**src/rtl/vedic_pkg.sv**
```systemverilog
// rtl/vedic_pkg.sv - shared widths and half-adder helper for the Vedic multiplier family
package vedic_pkg;

    localparam int VEDIC_OP_W   = 4;
    localparam int VEDIC_PROD_W = 8;

    // Returns {carry, sum} of two single bits.
    function automatic logic [1:0] half_add(input logic x, input logic y);
        return {x & y, x ^ y};
    endfunction

endpackage

```
**src/rtl/vedic_mult_2bit.sv**
```systemverilog
// rtl/vedic_mult_2bit.sv - combinational 2x2 vertical-and-crosswise multiplier
module vedic_mult_2bit
    import vedic_pkg::*;
(
    input  logic [1:0] x,
    input  logic [1:0] y,
    output logic [3:0] p
);

    logic [1:0] ha_mid;
    logic [1:0] ha_top;

    // Crosswise terms into the first half adder, its carry joins the vertical high term.
    always_comb begin
        ha_mid = half_add(x[1] & y[0], x[0] & y[1]);
        ha_top = half_add(x[1] & y[1], ha_mid[1]);
        p      = {ha_top, ha_mid[0], x[0] & y[0]};
    end

endmodule

```
**src/rtl/vedic_multiplier_4bit.sv**
```systemverilog
// rtl/vedic_multiplier_4bit.sv - registered 4x4 unsigned Vedic multiplier
module vedic_multiplier_4bit
    import vedic_pkg::*;
(
    input  logic                    clk,
    input  logic                    rst_n,
    input  logic                    in_valid,
    input  logic [VEDIC_OP_W-1:0]   a,
    input  logic [VEDIC_OP_W-1:0]   b,
    output logic [VEDIC_PROD_W-1:0] out,
    output logic                    out_valid
);

    logic [3:0]              q0, q1, q2, q3;
    logic [4:0]              s1;
    logic [5:0]              s2;
    logic [VEDIC_PROD_W-1:0] out_d, out_q;
    logic                    out_valid_d, out_valid_q;

    vedic_mult_2bit u_q0 (.x(a[1:0]), .y(b[1:0]), .p(q0));
    vedic_mult_2bit u_q1 (.x(a[3:2]), .y(b[1:0]), .p(q1));
    vedic_mult_2bit u_q2 (.x(a[1:0]), .y(b[3:2]), .p(q2));
    vedic_mult_2bit u_q3 (.x(a[3:2]), .y(b[3:2]), .p(q3));

    // Cross terms share weight 4; the high and low products' upper bits align with them.
    always_comb begin
        s1          = {1'b0, q1} + {1'b0, q2};
        s2          = {1'b0, s1} + {q3, q0[3:2]};
        out_d       = {s2, q0[1:0]};
        out_valid_d = in_valid;
    end

    // Product register loads only on valid operands; reset clears both product and valid.
    always_ff @(posedge clk) begin
        if (!rst_n) begin
            out_q       <= '0;
            out_valid_q <= 1'b0;
        end else begin
            out_valid_q <= out_valid_d;
            if (in_valid) begin
                out_q <= out_d;
            end
        end
    end

    assign out       = out_q;
    assign out_valid = out_valid_q;

endmodule

```
**config.mk**
```make
export PLATFORM = sky130hd
export DESIGN_NAME = vedic_multiplier_4bit
export DESIGN_NICKNAME = d
export VERILOG_FILES = /design/src/rtl/vedic_pkg.sv /design/src/rtl/vedic_mult_2bit.sv /design/src/rtl/vedic_multiplier_4bit.sv
export SDC_FILE = /design/constraint.sdc
export NUM_CORES = 1
export LEC_CHECK = 0
export CAP_MARGIN = 10
export CORE_UTILIZATION = 51
export DETAILED_ROUTE_END_ITERATION = 8
export GPL_ROUTABILITY_DRIVEN = 0
export MAX_ROUTING_LAYER = met4
export PLACE_DENSITY = 0.85
export SLEW_MARGIN = 20
export SYNTH_ARGS = -nofsm -noshare
export SYNTH_HDL_FRONTEND = slang
export SYNTH_HIERARCHICAL = 1
export SYNTH_SLANG_ARGS = --single-unit
export TNS_END_PERCENT = 10
```
**constraint.sdc**
```tcl
create_clock -name clk -period 4.51 [get_ports clk]
set_input_delay 0.451 -clock clk [delete_from_list [all_inputs] [get_ports clk]]
set_output_delay 0.451 -clock clk [all_outputs]
set_load 0.1 [all_outputs]
```
# == Word-level counts from Yosys, hierarchy flattened ==
# Cells that the tools add are included.
# classes
n_bitwise,32
n_addsub,2
# op_table
cell,count
AND 1 bit,24
XOR 1 bit,8
adder 5 x 6 -> 6 bit,1
adder 4 x 4 -> 5 bit,1
# totals
regBits,9
wordCells,36
input_bits,11

# == Depth between registers and ports, before layout ==
# Gate-level depths: netlist of the first run.
# logic_depth
word_depth,5
depth_mapped,12

# == By module ==
# Netlist of the first run, hierarchy kept.
# by_module_without_submodules
module,cells_per_inst,seq_area_each_um2,area_each_um2,n_inst
vedic_multiplier_4bit,59,180.2,600.6,1
vedic_mult_2bit,6,0.0,50.0,4

# == Worst setup path before layout of the first run ==
# Ideal clock, no wire load.
# synth_path
kind,input port to flip-flop
from,input port a[3]
to,"register out_q[7], in the netlist out[7]"
slack_ps,1845
setup_ps,79
n_path_buf,0
required_ps,4431
arrival_time_ps,2586
cell_stages,9
cell_sequence,and2_1 -> ha_1 -> ha_1 -> fa_1 -> inv_1 -> fa_1 -> nand2b_1 -> a211o_1 -> o211ai_1
# synth_via
elab_chain_len,5
# synth_lines
element,line,source
"start, declared",vedic_multiplier_4bit.sv:8,"input logic [VEDIC_OP_W-1:0] a,"
AND 1 bit,vedic_mult_2bit.sv:15,"ha_mid = half_add(x[1] & y[0], x[0] & y[1]);"
AND 1 bit,vedic_pkg.sv:9,"return {x & y, x ^ y};"
XOR 1 bit (*),vedic_pkg.sv:9,
named net q1[2],vedic_multiplier_4bit.sv:14,"logic [3:0] q0, q1, q2, q3;"
adder 4 x 4 -> 5 bit (*),vedic_multiplier_4bit.sv:27,"s1 = {1'b0, q1} + {1'b0, q2};"
adder 5 x 6 -> 6 bit (*),vedic_multiplier_4bit.sv:28,"s2 = {1'b0, s1} + {q3, q0[3:2]};"
"end signal, assigned",vedic_multiplier_4bit.sv:41,out_q <= out_d;
"end, declared",vedic_multiplier_4bit.sv:17,"logic [VEDIC_PROD_W-1:0] out_d, out_q;"
# The timed path passes the listed nets; every way through them passes the cells marked *.
# A chain may end at the register's enable or synchronous reset.

# == Worst setup path after layout of the first run ==
# Ends and elaborated chain as after synthesis.

==> results of run 1 <==
-- critical path, cell delays in order --
cell             delay [ns]
clkdlybuf4s50_1        0.45
and2_1                 0.18
ha_1                   0.20
ha_1                   0.29
fa_1                   0.58
inv_1                  0.07
fa_1                   0.46
nand2b_1               0.18
a211o_1                0.27
o211ai_1               0.07
-- kinds of logic (layout without fill, tap and decap cells) --
group                      after synthesis  count (layout)  synth area share
AOI/OAI and AO/OA                        7               7            0.0672
xor gates and xnor gates                 1               1            0.0109
adders and majority gates               17              17             0.312
buffers and inverters                   10              30            0.0719
DFF                                      9               9             0.225
muxes                                    4               4            0.0500
and+or+nand+nor                         35              35             0.263
-- per-stage QoR --
stage	setup slack (ns)	cells	total power, mW
after global placement	1.28	114	0.220
final	1.50	118	0.282
after CTS	1.49	118	0.285
after global routing	1.33	118	0.299
after detailed placement	1.23	114	0.222
after floorplan	1.85	83	0.190
-- state kept, by name, indices dropped and copies added, names as in the netlist --
signal	flops
out	8
out_valid	1
-- layer usage --
metal  track usage  routed length (microns)
met1         0.207                      628
met5             -                        0
met2         0.356                      734
met4        0.0516                        0
met3        0.0783                       70
-- path summary, 6_finish.rpt --
check | from | endpoint | slack, ns | cells past startpoint
max | a[3] | out[7]$_SDFFE_PN0P_ | 1.50 | 10
min | out[2]$_SDFFE_PN0P_ | out[2]$_SDFFE_PN0P_ | 0.48 | 1
max reg2reg | out[0]$_SDFFE_PN0P_ | out[0]$_SDFFE_PN0P_ | 3.89 | 2
min reg2reg | out[2]$_SDFFE_PN0P_ | out[2]$_SDFFE_PN0P_ | 0.48 | 1
-- synthesized netlist by cell type --
| master | count |
|---|---|
| inv_1 | 7 |
| a211o_1 | 1 |
| mux2i_1 | 4 |
| nand2b_1 | 1 |
| buf_6 | 1 |
| o211ai_1 | 1 |
| buf_2 | 1 |
| nand3b_1 | 4 |
| nand3_1 | 4 |
| nor2_1 | 2 |
| nor2b_1 | 4 |
| buf_8 | 1 |
| and3_1 | 1 |
| xnor2_1 | 1 |
| fa_1 | 5 |
| a21oi_1 | 2 |
| o211a_1 | 2 |
| and2_1 | 16 |
| nand2_1 | 2 |
| dfxtp_1 | 9 |
| a21o_1 | 1 |
| and2_2 | 1 |
| ha_1 | 12 |
-- placed cells by master, fill, tap and decap left out, drive strengths merged, types with 5 or more instances in the layout --
cell type / count
and2: 17
clkdlybuf4s50: 19
dfxtp: 9
fa: 5
ha: 12
inv: 7
-- area by class of cell --
type	instances	area share
clock buffer	4	0.0262
inverter	7	0.0262
multi-input combinational	64	0.560
sequential	9	0.179
tap	15	0.0187
timing repair buffer	19	0.189
-- power by group --
part	total, mW	switching [mW]	internal [mW]
registers	0.0897	0.00314	0.0866
logic	0.131	0.0847	0.0458
clock network	0.0618	0.0278	0.0341
total	0.282	0.116	0.166
==> out/metrics.cfg, run 1 <==
[clock_tree]
clock_latency_ns=0.25
htree_levels=1
cts.sinks=9
cts.path.max_buffers=2
cts_root_buf=clkbuf_4
post_cts_resized=0
cts_hold_buf=0
cts_setup_buffers=0
path_clk_slew_ns=0.06
cts_tree=yes
numCtsBuffers=3

[global_routing]
first_global_vias=657
grt_pass1_wl_mm=2.62
grt_max_degree=16
antenna_found_initial=0
gr-total-overflow=0
grt_use_total=0.201

[sta]
fin_crit_sh=0.668
slew_violations=0
worst_slew_margin_rel=0.354
skew_ns=0
setup_tns_ns=0
hold_viol=0
fmax_mhz=332
whs_ns=0.476
final.min_clock_period_ns=3.01
tightestPinTransition_ns=0.965
rsz0062_at_grt=false
setup_viol=0

[floorplan]
chipHeight_microns=41.6
dieArea_sq_mm=0.00173
core_sq_mm=0.00138
rows=13
io-pin-count=20
die_x_microns=41.6
initial_core_util=0.579

[logic_synthesis]
syn_nets=111
syn-instance-count=83
yosysWarnings=6
yosys-top-cells-area=dfxtp_1 (23%), ha_1 (19%), and2_1 (13%)
yosys.area.top_type_share=0.225
synth.distinct_cells=23
ys_ff_latch=9
netlist_area_sq_um=801
yosysTopAreaCell=dfxtp_1
avgSynthCellArea_sq_um=9.65
synth_sequential_area_ratio=0.225

[finish]
regArea_sq_um=180
drive_above_1_share=0.0388
syn2layout_area_growth_pct=25.5
num-fill-cells=101
final_util=0.727
multiInputGateArea_sq_um=563
nets=132
n_antenna_cell=0
stdcell_area_sq_mm=0.00100

[min_path]
hp-class=reg -> reg

[detailed_routing]
drt-total-wl_mm=1.43
drt_iter0_markers=5
ant_nets=0
via_per_inst=5.25
vias=619
wl_per_cell_microns=12.1
drtPass1Iterations=4
drc=0

[setup_path]
cp-end-kind=flip-flop
crit_path_max_fanout=4
start_kind=input pin
crit_arrival_ns=3.20
crit_type=in -> reg
critical_path_required_ns=4.70

[power_and_ir_drop]
p_leak_nw=0.470
power.density_mw_per_mm2=281
vdd_ir_drop_max_mv=0.323

[placement]
place_hpwl_mm=1.16
dpl_cell_area_sq_um=978
port_buffers=19

[flow_run]
drv_cap=0

[outcome]
status=finished clean

No activity file was read; power rests on OpenSTA's default activity.
==> run 2, diff against run 1 <==
--- a/config.mk
+++ b/config.mk
@@ -6,11 +6,11 @@
 export NUM_CORES = 1
 export LEC_CHECK = 0
 export CAP_MARGIN = 10
-export CORE_UTILIZATION = 51
+export CORE_UTILIZATION = 48
 export DETAILED_ROUTE_END_ITERATION = 8
 export GPL_ROUTABILITY_DRIVEN = 0
 export MAX_ROUTING_LAYER = met4
-export PLACE_DENSITY = 0.85
+export PLACE_DENSITY = 0.81
 export SLEW_MARGIN = 20
 export SYNTH_ARGS = -nofsm -noshare
 export SYNTH_HDL_FRONTEND = slang
==> constraint.sdc (replaced) <==
create_clock -name clk -period 3.1 [get_ports clk]
set_input_delay 0.31 -clock clk [delete_from_list [all_inputs] [get_ports clk]]
set_output_delay 0.31 -clock clk [all_outputs]
set_load 0.1 [all_outputs]
==> run 2 against run 1 <==
Total power increased by 46%. Critical path depth rose by 3. Core utilization shrank 5.7 points. Largest power group unchanged. Clock power increased by 44%. Global-route usage is 1.5 points lower.
==> out/metrics.cfg, run 2 (synthesis gave the netlist of run 1 again) <==
[outcome]
status=finished clean

[setup_path]
critical_path_required_ns=3.28  ; -1.42 ns
crit_path_max_fanout=4  ; unchanged
start_kind=input pin
crit_arrival_ns=3.04  ; -0.16 ns
cp-end-kind=flip-flop
crit_type=in -> reg

[sta]
setup_viol=0  ; unchanged
worst_slew_margin_rel=0.348  ; -0.00596
slew_violations=0  ; unchanged
fin_crit_sh=0.923
setup_tns_ns=0  ; unchanged
rsz0062_at_grt=false
hold_viol=0  ; unchanged
fin_ws_ns=0.237  ; -1.26 ns
whs_ns=0.482  ; +0.00626 ns
fmax_mhz=349
tightestPinTransition_ns=0.974  ; +0.00892 ns
skew_ns=0  ; unchanged
final.min_clock_period_ns=2.86

[clock_tree]
cts_setup_buffers=0  ; unchanged
cts.sinks=9  ; unchanged
cts.path.max_buffers=2  ; unchanged
clock_latency_ns=0.26  ; about the same
cts_hold_buf=0  ; unchanged
numCtsBuffers=3  ; unchanged
post_cts_resized=0  ; unchanged
cts_root_buf=clkbuf_4
path_clk_slew_ns=0.06  ; about the same
cts_tree=yes
htree_levels=1  ; unchanged

[floorplan]
core_sq_mm=0.00152  ; +10%
die_x_microns=42.8  ; +2.9%
rows=14  ; +1
io-pin-count=20  ; unchanged
initial_core_util=0.525  ; -0.0537
chipHeight_microns=42.8  ; +2.9%
dieArea_sq_mm=0.00184  ; +5.9%

[detailed_routing]
drt_iter0_markers=15  ; +10
wl_per_cell_microns=12.4  ; +1.9%
drtPass1Iterations=4  ; unchanged
via_per_inst=5.30  ; +0.99%
drt-total-wl_mm=1.50  ; +4.5%
vias=641  ; +3.6%
drc=0  ; unchanged
ant_nets=0  ; unchanged

[placement]
post-place-ws_ns=-0.0682  ; -1.30 ns
place_hpwl_mm=1.18  ; +2.0%
dp_cells=117  ; +2.6%
dpl_cell_area_sq_um=995  ; +1.7%
port_buffers=19  ; unchanged

[global_routing]
gr-total-overflow=0  ; unchanged
use_met2=0.297  ; -0.0593
grt_use_met1=0.234  ; +0.0270
grt_use_total=0.186  ; -0.0153
use_met3=0.0170  ; -0.0612
antenna_found_initial=0  ; unchanged
grt_max_degree=16  ; unchanged
top_usage_layer=met2
first_global_vias=620  ; -5.6%
grt_pass1_wl_mm=2.50  ; -4.5%

[finish]
n_antenna_cell=0  ; unchanged
final_common_cell=clkdlybuf4s50_1
nets=134  ; +1.5%
final_cells=121  ; +2.5%
final_util=0.670  ; -0.0567
stdcell_area_sq_mm=0.00102  ; +1.6%
final_cell_mix=clkdlybuf4s50_1 (19), and2_1 (16), ha_1 (12)
num-fill-cells=134  ; +33%
syn2layout_area_growth_pct=27.5
drive_above_1_share=0.0571  ; +0.0183
largest_reg_flops=8  ; unchanged

[power_and_ir_drop]
p_total_uw=411  ; +46%
p_leak_nw=0.480  ; +2.0%
power.density_mw_per_mm2=403  ; +43%
vdd_ir_drop_max_mv=0.308  ; -4.6%

[flow_run]
drv_cap=0  ; unchanged

[min_path]
hp-class=reg -> reg

run 2: cell count changes in the layout (fill, tap and decap cells not counted):
cell / delta
buf_4: +2
run 2: final timing paths:
| check | from | end | slack (ns) | cells after the start |
|---|---|---|---|---|
| worst max-delay path | a[1] | out[7]$_SDFFE_PN0P_ | 0.24 | 13 |
| worst min-delay path | out[4]$_SDFFE_PN0P_ | out[4]$_SDFFE_PN0P_ | 0.48 | 1 |
| worst max register to register | out[2]$_SDFFE_PN0P_ | out[2]$_SDFFE_PN0P_ | 2.49 | 1 |
| worst min register to register | out[4]$_SDFFE_PN0P_ | out[4]$_SDFFE_PN0P_ | 0.48 | 1 |
run 2: layer usage:
metal,wire length (microns),up-vias,part of all wire
li1,-,325,-
met1,744,300,0.50
met2,677,14,0.45
met3,70,2,0.047
met4,5,0,0.0033
met5,0,-,0
run 2: final cells by class:
| type | count | area [sq um] | area share |
|---|---|---|---|
| Inverter | 7 | 26.3 | 0.0257 |
| Tap cell | 16 | 20.0 | 0.0196 |
| Timing Repair Buffer | 21 | 205 | 0.201 |
| Sequential cell | 9 | 180 | 0.176 |
| Multi-Input combinational cell | 64 | 563 | 0.551 |
| Clock buffer | 4 | 26.3 | 0.0257 |
run 2: where the power goes:
group	internal (mW)	switching, mW
Clock	0.0495	0.0395
Sequential	0.126	0.00484
Combinational	0.0677	0.124
Total	0.243	0.168
run 2: critical path, stage by stage:
cell and delay, ns:
clkdlybuf4s50_1 0.45, and2_1 0.18, ha_1 0.19, ha_1 0.28, inv_1 0.06, fa_1 0.40
inv_1 0.06, ha_1 0.16, inv_1 0.05, fa_1 0.38, nand2b_1 0.18, a211o_1 0.26
o211ai_1 0.08
==> run 3, diff against run 2 <==
--- a/config.mk
+++ b/config.mk
@@ -10,7 +10,7 @@
 export DETAILED_ROUTE_END_ITERATION = 8
 export GPL_ROUTABILITY_DRIVEN = 0
 export MAX_ROUTING_LAYER = met4
-export PLACE_DENSITY = 0.81
+export PLACE_DENSITY = 0.78
 export SLEW_MARGIN = 20
 export SYNTH_ARGS = -nofsm -noshare
 export SYNTH_HDL_FRONTEND = slang
==> run 3 against run 2 <==
Register-to-register slack got worse by 0.02 ns. Clock skew is the same. Fmax about the same. Critical endpoint unchanged. Largest power group unchanged.
==> out/metrics.cfg, run 3 (synthesis gave the netlist of run 1 again) <==
[setup_path]
crit_arrival_ns=3.05  ; about the same
crit_type=in -> reg
max_stage_delay_ns=0.59  ; +0.14 ns
critical_path_required_ns=3.28  ; about the same
crit_path_max_fanout=4  ; unchanged
critPathSlowestCell=fa_1
reg2reg_slack_ns=2.47  ; -0.02 ns
path_cells=clkdlybuf4s50_1, and2_1, ha_1, ha_1, fa_1, inv_1, fa_1, nand2b_1, a211o_1, o211ai_1
path_delay_family=adder cells
start_kind=input pin
crit_buf_inv=2  ; -2
cp-end-kind=flip-flop

[clock_tree]
htree_levels=1  ; unchanged
cts_setup_buffers=0  ; unchanged
cts.path.max_buffers=2  ; unchanged
cts_root_buf=clkbuf_4
cts_hold_buf=0  ; unchanged
numCtsBuffers=3  ; unchanged
clock_latency_ns=0.26  ; about the same
cts_tree=yes
cts.sinks=9  ; unchanged
path_clk_slew_ns=0.06  ; about the same
post_cts_resized=0  ; unchanged

[finish]
final_common_cell=clkdlybuf4s50_1
multiInputGateArea_sq_um=563  ; unchanged
largest_reg_flops=8  ; unchanged
nets=134  ; unchanged
n_antenna_cell=0  ; unchanged
final_cell_mix=clkdlybuf4s50_1 (19), and2_1 (16), ha_1 (12)
num-fill-cells=144  ; +7.5%
regArea_sq_um=180  ; unchanged
drive_above_1_share=0.0571  ; unchanged
syn2layout_area_growth_pct=27.5  ; unchanged
final_util=0.670  ; unchanged

[power_and_ir_drop]
p_total_uw=413  ; +0.35%
vdd_ir_drop_max_mv=0.316  ; +2.6%
p_leak_nw=0.480  ; unchanged
power.density_mw_per_mm2=404  ; +0.35%

[detailed_routing]
via_per_inst=5.11  ; -3.6%
drt_iter0_markers=5  ; -10
drt-total-wl_mm=1.46  ; -2.7%
drtPass1Iterations=4  ; unchanged
vias=618  ; -3.6%
wl_per_cell_microns=12.0  ; -2.7%
drc=0  ; unchanged
ant_nets=0  ; unchanged

[floorplan]
chipHeight_microns=42.8  ; unchanged
initial_core_util=0.525  ; unchanged
dieArea_sq_mm=0.00184  ; unchanged
io-pin-count=20  ; unchanged
die_x_microns=42.8  ; unchanged
rows=14  ; unchanged
core_sq_mm=0.00152  ; unchanged

[placement]
post-place-ws_ns=-0.0415  ; +0.0267 ns
place_hpwl_mm=1.17  ; -1.5%
port_buffers=19  ; unchanged

[global_routing]
first_global_vias=635  ; +2.4%
grt_use_total=0.192  ; +0.00618
grt_max_degree=16  ; unchanged
gr-total-overflow=0  ; unchanged
antenna_found_initial=0  ; unchanged
grt_pass1_wl_mm=2.60  ; +4.2%

[sta]
fmax_mhz=349  ; about the same
rsz0062_at_grt=false
setup_tns_ns=0  ; unchanged
fin_ws_ns=0.238  ; +0.000195 ns
slew_violations=0  ; unchanged
skew_ns=0  ; unchanged
setup_viol=0  ; unchanged
final.min_clock_period_ns=2.86  ; -0.000195 ns
hold_viol=0  ; unchanged
tightestPinTransition_ns=0.974  ; -0.0000629 ns
worst_slew_margin_rel=0.348  ; about the same
fin_crit_sh=0.923  ; about the same

[outcome]
status=finished clean

[flow_run]
drv_cap=0  ; unchanged

[min_path]
hp-class=reg -> reg

run 3: cell counts in the layout (fill, tap and decap cells not counted):
No cell type changed its count.
run 3: worst paths after layout:
| check | start | end | cells after the start |
|---|---|---|---|
| worst min-delay path | out[4]$_SDFFE_PN0P_ | out[4]$_SDFFE_PN0P_ | 1 |
| worst max-delay path | a[3] | out[7]$_SDFFE_PN0P_ | 10 |
| worst max register to register | out[2]$_SDFFE_PN0P_ | out[2]$_SDFFE_PN0P_ | 1 |
| worst min register to register | out[4]$_SDFFE_PN0P_ | out[4]$_SDFFE_PN0P_ | 1 |
run 3: metrics by stage:
stage / area [sq um] / instances / hold WS [ns]
finish: 1020 / 121 / 0.484
detailed placement: 995 / 117 / 0.472
floorplan: 801 / 83 / 0.546
global route: 1020 / 121 / 0.531
CTS: 1020 / 121 / 0.491
global placement: 995 / 117 / 0.469
run 3: final cells by class:
| class | count | area share |
|---|---|---|
| tap | 16 | 0.0196 |
| inverter | 7 | 0.0257 |
| multi-input combinational | 64 | 0.551 |
| timing repair buffer | 21 | 0.201 |
| clock buffer | 4 | 0.0257 |
| sequential | 9 | 0.176 |
run 3: report_power, final:
| part | total (mW) | switching (mW) | internal, mW |
|---|---|---|---|
| registers | 0.130 | 0.00456 | 0.126 |
| logic | 0.192 | 0.124 | 0.0684 |
| clock network | 0.0897 | 0.0402 | 0.0496 |
run 3: per-layer routing:
| metal | routed length, microns | up-vias | global-route usage |
|---|---|---|---|
| met1 | 652 | 278 | 0.223 |
| met3 | 77 | 2 | 0.0298 |
| met2 | 707 | 18 | 0.330 |
| met5 | 0 | - | - |
| met4 | 18 | 0 | 0.0750 |
| li1 | - | 320 | - |
==> variant, RTL diff (config.mk and constraints of run 1) <==
Register the output `out` once more, without a reset; this adds one clock of latency there. The other outputs are not delayed to match.
--- a/src/rtl/vedic_multiplier_4bit.sv
+++ b/src/rtl/vedic_multiplier_4bit.sv
@@ -43,7 +43,9 @@
         end
     end
 
-    assign out       = out_q;
+    always_ff @(posedge clk) begin
+        out <= out_q;
+    end
     assign out_valid = out_valid_q;
 
 endmodule
Behaviour: not the same (a bounded check fails within 4 cycles, from zero or initial values and one cycle with rst_n low).
==> variant against run 1 <==
Power up 33%. Highest routed layer is now met4. Sequential cell count rose by 8. Utilization is 5.2 points lower. Wire length increased by 2.4%. First-iteration DRC count unchanged. Area after synthesis grew 20%. Largest power group is now sequential cells. Worst setup slack about the same. Register-to-register slack about the same. Cell area is 17% higher. Cell count grew 15%. Sequential share of layout area increased by 11 points.
==> variant: results <==
export IMPL_status="finished, final reports clean"
export IMPL_synth_xor_area_share_pct=0.9115
export IMPL_holdPathEnd="out[7]"
export IMPL_crit_path_max_incr_delay_ns=0.45
export IMPL_routedWlPerCell_um=10.79
export IMPL_synth_compound_area_share_pct=5.599
export IMPL_dp_hpwl_um=1222
export IMPL_hold_path_cell_count=0
export IMPL_met2WireLength_um=725
export IMPL_p_seq_uw=168
export IMPL_grtUsageMet1_pct=21.05
export IMPL_ys_flop_type="dfxtp_1"
export IMPL_async_flop_share_pct=0
export IMPL_postCtsSetupBuffers=0
export IMPL_p_int_uw=243.6
export IMPL_drive_above_1_share_pct=3.604
export IMPL_highest_layer="met4"
export IMPL_synthTopCellsByArea="dfxtp_1 (35%), ha_1 (16%), and2_1 (10%)"
export IMPL_crit_path_start_kind="input pin"
export IMPL_drt_pre_antenna_iters=5
export IMPL_clk_latency_ns=0.28
export IMPL_finClkSkew_ns=0.003484
export IMPL_critPathArrivalTime_ns=3.22
export IMPL_track_usage_pct=18.35
export IMPL_p_comb_share_pct=34.9
export IMPL_ys_seq_area_share_pct=35.42
export IMPL_irDropWorstVdd_mv=0.1274
export IMPL_place_area_um2=1151
export IMPL_yosysUniqueCellTypes=23
export IMPL_synth_commonest_cells="dfxtp_1 (17), and2_1 (16), ha_1 (12), inv_1 (7), fa_1 (5)"
export IMPL_grt_pass1_vias=649
export IMPL_yosys_area_share_adder_pct=26.04
export IMPL_synth_fp_nets=119
export IMPL_num_nets_final=140
export IMPL_use_met2_pct=29.71
export IMPL_relSlewSlack_pct=35.54
export IMPL_cts_clk_slew_worst_paths_ns=0.08
export IMPL_ys_warn_count=6
export IMPL_port_buffers=19
export IMPL_grt_pass1_wl_um=2594
export IMPL_p_leak_uw=0.0005357
export IMPL_wirelength_met1_um=656
export IMPL_synth_mux_area_share_pct=4.167
export IMPL_wl_met3_um=52
export IMPL_rr_endpoint="out_q[2]"
export IMPL_critPathSlowestCell="clkdlybuf4s50_1"
export IMPL_vias=665
export IMPL_reg2reg_depth=1
export IMPL_busiest_layer="met2"
export IMPL_grt_use_met3_pct=3.571
export IMPL_antenna_found_initial=0
export IMPL_holdWs_ns=0.3534
export IMPL_fillers=134
export IMPL_min_from="out_q[7]"
export IMPL_worstReg2RegStart="out_q[2]"
## variant: cell types whose count changed after synthesis
cell	run 1	this run
dfxtp_1	9	17
## variant: how the worst max path moves through the flow
stage / from / end
final: a[1] / out_q[7]
after global routing: a[1] / out_q[7]
after CTS: a[1] / out_q[7]
after detailed placement: a[1] / out_q[7]
after global placement: a[3] / out_q[7]
after floorplan: a[3] / out_q[7]
## variant: through the flow
stage	utilization (%)	total power, µW	cells	worst slack, ns
final	67.46	374.4	136	1.499
after global routing	67.46	394.3	136	1.376
after CTS	67.46	378.2	136	1.485
after detailed placement	65.95	302.6	132	1.193
after global placement	65.95	297.9	132	1.297
after floorplan	-	269.7	91	1.845
## variant: final cells by class
type / count / area (µm²) / area share [%]
well taps: 25 / 31.28 / 2.657
inverters: 7 / 26.28 / 2.232
flip-flops and latches: 17 / 340.3 / 28.91
repair buffers: 19 / 190.2 / 16.15
multi-input cells: 64 / 563.0 / 47.82
clock buffers: 4 / 26.28 / 2.232
